<file path="src/rtl/bram_stream_pkg.sv">
// bram_stream_pkg: shared FSM state type and circular address increment
package bram_stream_pkg;
  typedef enum logic [1:0] {S_IDLE, S_STREAM, S_DRAIN} state_t;
  function automatic int unsigned wrap_inc(input int unsigned addr, input int unsigned l);
    return (addr >= l - 1) ? 0 : addr + 1;
  endfunction
endpackage

</file>
<file path="src/rtl/stream_fifo2.sv">
// stream_fifo2: 2-entry FIFO with simultaneous push/pop and occupancy count
module stream_fifo2 #(
  parameter int DW = 33
) (
  input  logic          clk,
  input  logic          rst_n,
  input  logic          push,
  input  logic [DW-1:0] din,
  input  logic          pop,
  output logic [DW-1:0] dout,
  output logic [1:0]    count
);
  logic [DW-1:0] mem [2];
  logic wr_ptr, rd_ptr;
  assign dout = mem[rd_ptr];
  always_ff @(posedge clk) if (push) mem[wr_ptr] <= din;
  always_ff @(posedge clk or negedge rst_n)
    if (!rst_n) begin
      wr_ptr <= 1'b0;
      rd_ptr <= 1'b0;
      count  <= 2'd0;
    end else begin
      wr_ptr <= wr_ptr ^ push;
      rd_ptr <= rd_ptr ^ pop;
      count  <= count + {1'b0, push} - {1'b0, pop};
    end
endmodule

</file>
<file path="src/rtl/bram_frame_reader.sv">
// bram_frame_reader: streams a frame of words from a block RAM read port onto a valid/ready stream
module bram_frame_reader
  import bram_stream_pkg::*;
#(
  parameter  int W      = 32,
  parameter  int L      = 375,
  localparam int ADDR_W = $clog2(L)
) (
  input  logic              clk,
  input  logic              rst_n,
  input  logic              start_valid,
  output logic              start_ready,
  input  logic [ADDR_W-1:0] start_addr,
  input  logic [ADDR_W:0]   start_len,
  output logic [ADDR_W-1:0] rd_addr,
  input  logic [W-1:0]      rd_data,
  output logic              m_valid,
  input  logic              m_ready,
  output logic [W-1:0]      m_data,
  output logic              m_last,
  output logic              busy,
  output logic              done
);
  state_t state, state_nxt;
  logic [ADDR_W-1:0] ptr;
  logic [ADDR_W:0] remaining;
  logic inflight, inflight_last, start_hs, pop, issue, final_issue;
  logic [1:0] count;
  assign start_ready = rst_n && state == S_IDLE;
  assign busy        = state != S_IDLE;
  assign start_hs    = start_valid && start_ready;
  assign rd_addr     = ptr;
  assign m_valid     = count != 2'd0;
  assign pop         = m_valid && m_ready;
  // Credit check counts the word still in the RAM pipeline so the FIFO never overflows
  assign issue       = state == S_STREAM && remaining != '0 &&
                       ({1'b0, count} + {2'b0, inflight} - {2'b0, pop}) < 3'd2;
  assign final_issue = issue && remaining == 'd1;
  stream_fifo2 #(.DW(W + 1)) u_fifo (
    .clk   (clk),
    .rst_n (rst_n),
    .push  (inflight),
    .din   ({inflight_last, rd_data}),
    .pop   (pop),
    .dout  ({m_last, m_data}),
    .count (count)
  );
  always_ff @(posedge clk or negedge rst_n)
    if (!rst_n) state <= S_IDLE;
    else state <= state_nxt;
  always_comb
    state_nxt = state == S_IDLE   ? ((start_hs && start_len != '0) ? S_STREAM : S_IDLE) :
                state == S_STREAM ? (final_issue ? S_DRAIN : S_STREAM) :
                (pop && m_last)   ? S_IDLE : S_DRAIN;
  always_ff @(posedge clk or negedge rst_n)
    if (!rst_n) begin
      ptr           <= '0;
      remaining     <= '0;
      inflight      <= 1'b0;
      inflight_last <= 1'b0;
      done          <= 1'b0;
    end else begin
      if (start_hs) begin
        ptr       <= start_addr;
        remaining <= start_len;
      end else if (issue) begin
        ptr       <= ADDR_W'(wrap_inc(32'(ptr), L));
        remaining <= remaining - 1'b1;
      end
      inflight      <= issue;
      inflight_last <= final_issue;
      done          <= (start_hs && start_len == '0) || (state == S_DRAIN && pop && m_last);
    end
endmodule

</file>
<file path="config.mk">
export PLATFORM = sky130hd
export DESIGN_NAME = bram_frame_reader
export DESIGN_NICKNAME = d
export VERILOG_FILES = /design/src/rtl/bram_stream_pkg.sv /design/src/rtl/stream_fifo2.sv /design/src/rtl/bram_frame_reader.sv
export SDC_FILE = /design/constraint.sdc
export NUM_CORES = 1
export LEC_CHECK = 0
export ABC_AREA = 0
export BUFFER_PORTS_ARGS = -buffer_cell sky130_fd_sc_hd__buf_2
export CORE_ASPECT_RATIO = 0.8
export CORE_MARGIN = 2
export CORE_UTILIZATION = 55
export DETAILED_ROUTE_END_ITERATION = 16
export GPL_ROUTABILITY_DRIVEN = 0
export PLACE_DENSITY = 0.83
export SLEW_MARGIN = 15
export SYNTH_ARGS = -nofsm -noshare
export SYNTH_HDL_FRONTEND = slang
export SYNTH_HIERARCHICAL = 1
export SYNTH_SLANG_ARGS = --single-unit
</file>
<file path="constraint.sdc">
create_clock -name clk -period 5.9 [get_ports clk]
set_input_delay 0.59 -clock clk [delete_from_list [all_inputs] [get_ports clk]]
set_output_delay 0.59 -clock clk [all_outputs]
set_load 0.01 [all_outputs]
</file>
==> metrics <==
H-tree depth=3; Post-synth EDFFs=66; Post-Route Setup TNS=0 ns; crit-path cells=nand2_1 -> nor2_1 -> o21ai_0 -> fa_1 -> xnor2_1 -> and3_2 -> nand2_1 -> o311ai_0 -> nand3_1; maxcap violations=0; min Tclk post-route=2.919 ns; achievable clock frequency=342.6 MHz; area of the multi-input gates=1440 um^2; fraction of layout cells with a size suffix above 1=0.4220; most frequent CP cell=nand2_1; vias in the first global route=2718; largest net degree at the start of global routing=35; Fin Hold WS=0.2647 ns; Worst-Margin Slew=1.039 ns; critical path launch point=u_fifo/count[1]$_DFF_PN0_; DP Area=4797 um^2; Unique masters post-synth=58; post-cts gate resize count=0; adder-cell share of the synthesized area=0.03107; FF/Latch Area=2684 um^2; Layout fillers=562; Final setup viols=0; Post-Synth XOR/XNOR Area=0.01172; Worst R2R Setup Slack=2.98 ns; wire length per cell=16.08 um; total number of cells along the worst setup path=9; row cnt=28; r2r worst-path depth=9; post-synth top area share=0.4642; Sw Share=0.3654; IO Port Bufs=100; synth top area cells=edfxtp_1, dfrtp_1, mux2_4; core area=7462 um^2; clock latency on the worst-skew pair=0.35 ns; CP Max Fanout=20; residual DRC count=0; Simple-Gate Fraction of Synth Area=0.1046; postcts setup bufs=0; Final nets=451; Final Cycle Share=0.4948; Slowest-stage cell, CP=o311ai_0; Layout Utilization=0.6678; CP bufs+invs=0; # IOs=101; combinational share of power=0.380; CTS tree=yes; Clock Sinks=94; DIE WIDTH=102.5 um; Final Cell Area=4984 um^2; largest family of logic cells by synthesized area=multiplexers; sequential fraction of the synthesis area=0.6284; cell count after synthesis=285; die area=8487 um^2; final hold vios=0; CP max stage delay=0.61 ns; outcome=finished, final reports clean; diodes inserted=0; post-synthesis compound-gate area fraction=0.07620; DR vias=2707; Worst Skew=0.01070 ns; overflow left after global routing=0; Seq cells post-synth=94; Mapped Nets=350; hold_buf cts=0; commonest non-fill, non-tap cell in the layout=buf_2; total power=2327 uW; maximum vdd drop=0.2626 mV; CP endpoint kind=flop; Pre-antenna DRT Iters=4; initial antenna violation count=0; Worst EP required=6.12 ns; CTS max path bufs=2; R2R Path Start=u_fifo/count[1]$_DFF_PN0_; P per Cell Area=466.9 nW/um^2; Die Ht=82.80 um; final wirelength=7976 um; ys flop type=edfxtp_1; initial core utilization=0.5721; Hold Path Class=primary input to asynchronous set/reset pin; data arrival time of the critical path=3.13 ns; most frequent cells in the layout=buf_2, edfxtp_1, mux2_4; total CTS buffers=9; Synth Warn #=6; HPWL Detailed=5592 um; area grow syn2layout=16.74%; Seq pwr share=0.449; Top delay family on crit path=simple AND/OR/NAND/NOR gates; drt via density=5.458; Worst-path clk slew=0.10 ns; Int Pwr=1477 uW; post-synthesis mux area share=0.1125; first-pass GRT wire length=13230 um; FFs w/ async S/R, synth=0.2979; sw power=850.3 uW; Root Buffer=clkbuf_8; Max Slew Vio Count=0; WS Path Type=flop to flop; remaining antenna violation count after routing=0; Rel. slew slack=0.3076; post-synthesis average cell area=14.98 um^2; area leader, netlist=edfxtp_1; unrepaired setup endpoints after global routing=false; Initial DRC Count=205; Pleak=0.002086 uW; cell area after synthesis=4269 um^2; CP startpoint kind=flop; worst setup path endpoint=remaining[7]$_DFFE_PN0P_; Clk pwr share=0.171; Total GRT Usage=0.2020; FF-to-FF End=remaining[7]$_DFFE_PN0P_
[cells by family (layout without fill, tap and decap cells)]
| family | after synthesis | in the layout |
|---|---|---|
| XOR/XNOR | 4 | 4 |
| flip-flops | 94 | 94 |
| multiplexers | 33 | 33 |
| AND/OR/NAND/NOR | 78 | 78 |
| AO/OA/AOI/OAI | 45 | 45 |
| buffers and inverters | 21 | 127 |
| adder cells (fa/ha/maj) | 10 | 10 |
[routing by layer]
metal,global-route usage,share of wire
met5,0,0
met4,0.06909,0.014
met3,0.04966,0.058
met2,0.3209,0.51
met1,0.2723,0.42
[cells in the mapped netlist (2+ instances only)]
cell type	n
nor2b_1	2
or4_1	3
ha_1	9
nor3b_2	2
a21oi_1	4
a221o_1	3
buf_6	3
nor2_1	14
nor4_1	2
inv_1	11
dfrtp_1	28
o311ai_0	3
nand3_1	9
mux2_4	29
o211ai_1	3
nand3b_1	2
and3_1	7
o21ai_0	12
a22oi_1	2
nor3_1	3
a31oi_1	4
edfxtp_1	66
clkbuf_1	3
nor3_2	2
xnor2_1	2
or2_2	2
nand2_1	19
buf_12	3
mux2_2	4
[worst reg2reg max path, delay by kind of cell (launching register included)]
family                     cells  cell delay [ns]
DFF                            1             0.48
xor gates and xnor gates       1             0.17
AOI/OAI and AO/OA              2             0.75
and+or+nand+nor                5             1.01
adders and majority gates      1             0.39
[registers in the layout, summed over array words and instances, names as in the netlist]
signal,count
done,1
remaining,10
u_fifo/wr_ptr,1
rd_addr,9
state,2
u_fifo/count,2
inflight_last,1
inflight,1
u_fifo/rd_ptr,1
u_fifo/mem,66
[per-stage QoR]
step | instances | worst slack, ns
CTS | 496 | 2.976
global placement | 480 | 2.944
global route | 496 | 2.611
detailed placement | 480 | 2.847
floorplan | 285 | 3.481
finish | 496 | 2.981
[power groups by stage]
| stage | Sequential (uW) | Clock [uW] | Combinational (uW) |
|---|---|---|---|
| floorplan | 981 | 0 | 748 |
| global placement | 1050 | 0 | 862 |
| detailed placement | 1060 | 0 | 887 |
| CTS | 1050 | 411 | 889 |
| global route | 1070 | 436 | 988 |
| finish | 1040 | 398 | 885 |
[layout make-up]
cell class,instances,area share
multi-input combinational,170,0.2890
clock inverter,7,0.01255
timing repair buffer,100,0.1004
inverter,11,0.008285
tap,105,0.02636
clock buffer,9,0.02486
sequential,94,0.5385
[worst min path at each step]
stage	start	endpoint	cells past startpoint
6_report	rst_n	rd_addr[2]$_DFFE_PN0P_	1
5_1_grt	rst_n	rd_addr[2]$_DFFE_PN0P_	1
4_1_cts	rst_n	rd_addr[2]$_DFFE_PN0P_	1
3_5_place_dp	inflight_last$_DFF_PN0_	u_fifo/mem[0][32]$_DFFE_PP_	0
3_3_place_gp	inflight_last$_DFF_PN0_	u_fifo/mem[0][32]$_DFFE_PP_	0
2_1_floorplan	rst_n	done$_DFF_PN0_	0
(Power assumes the default switching activity.)
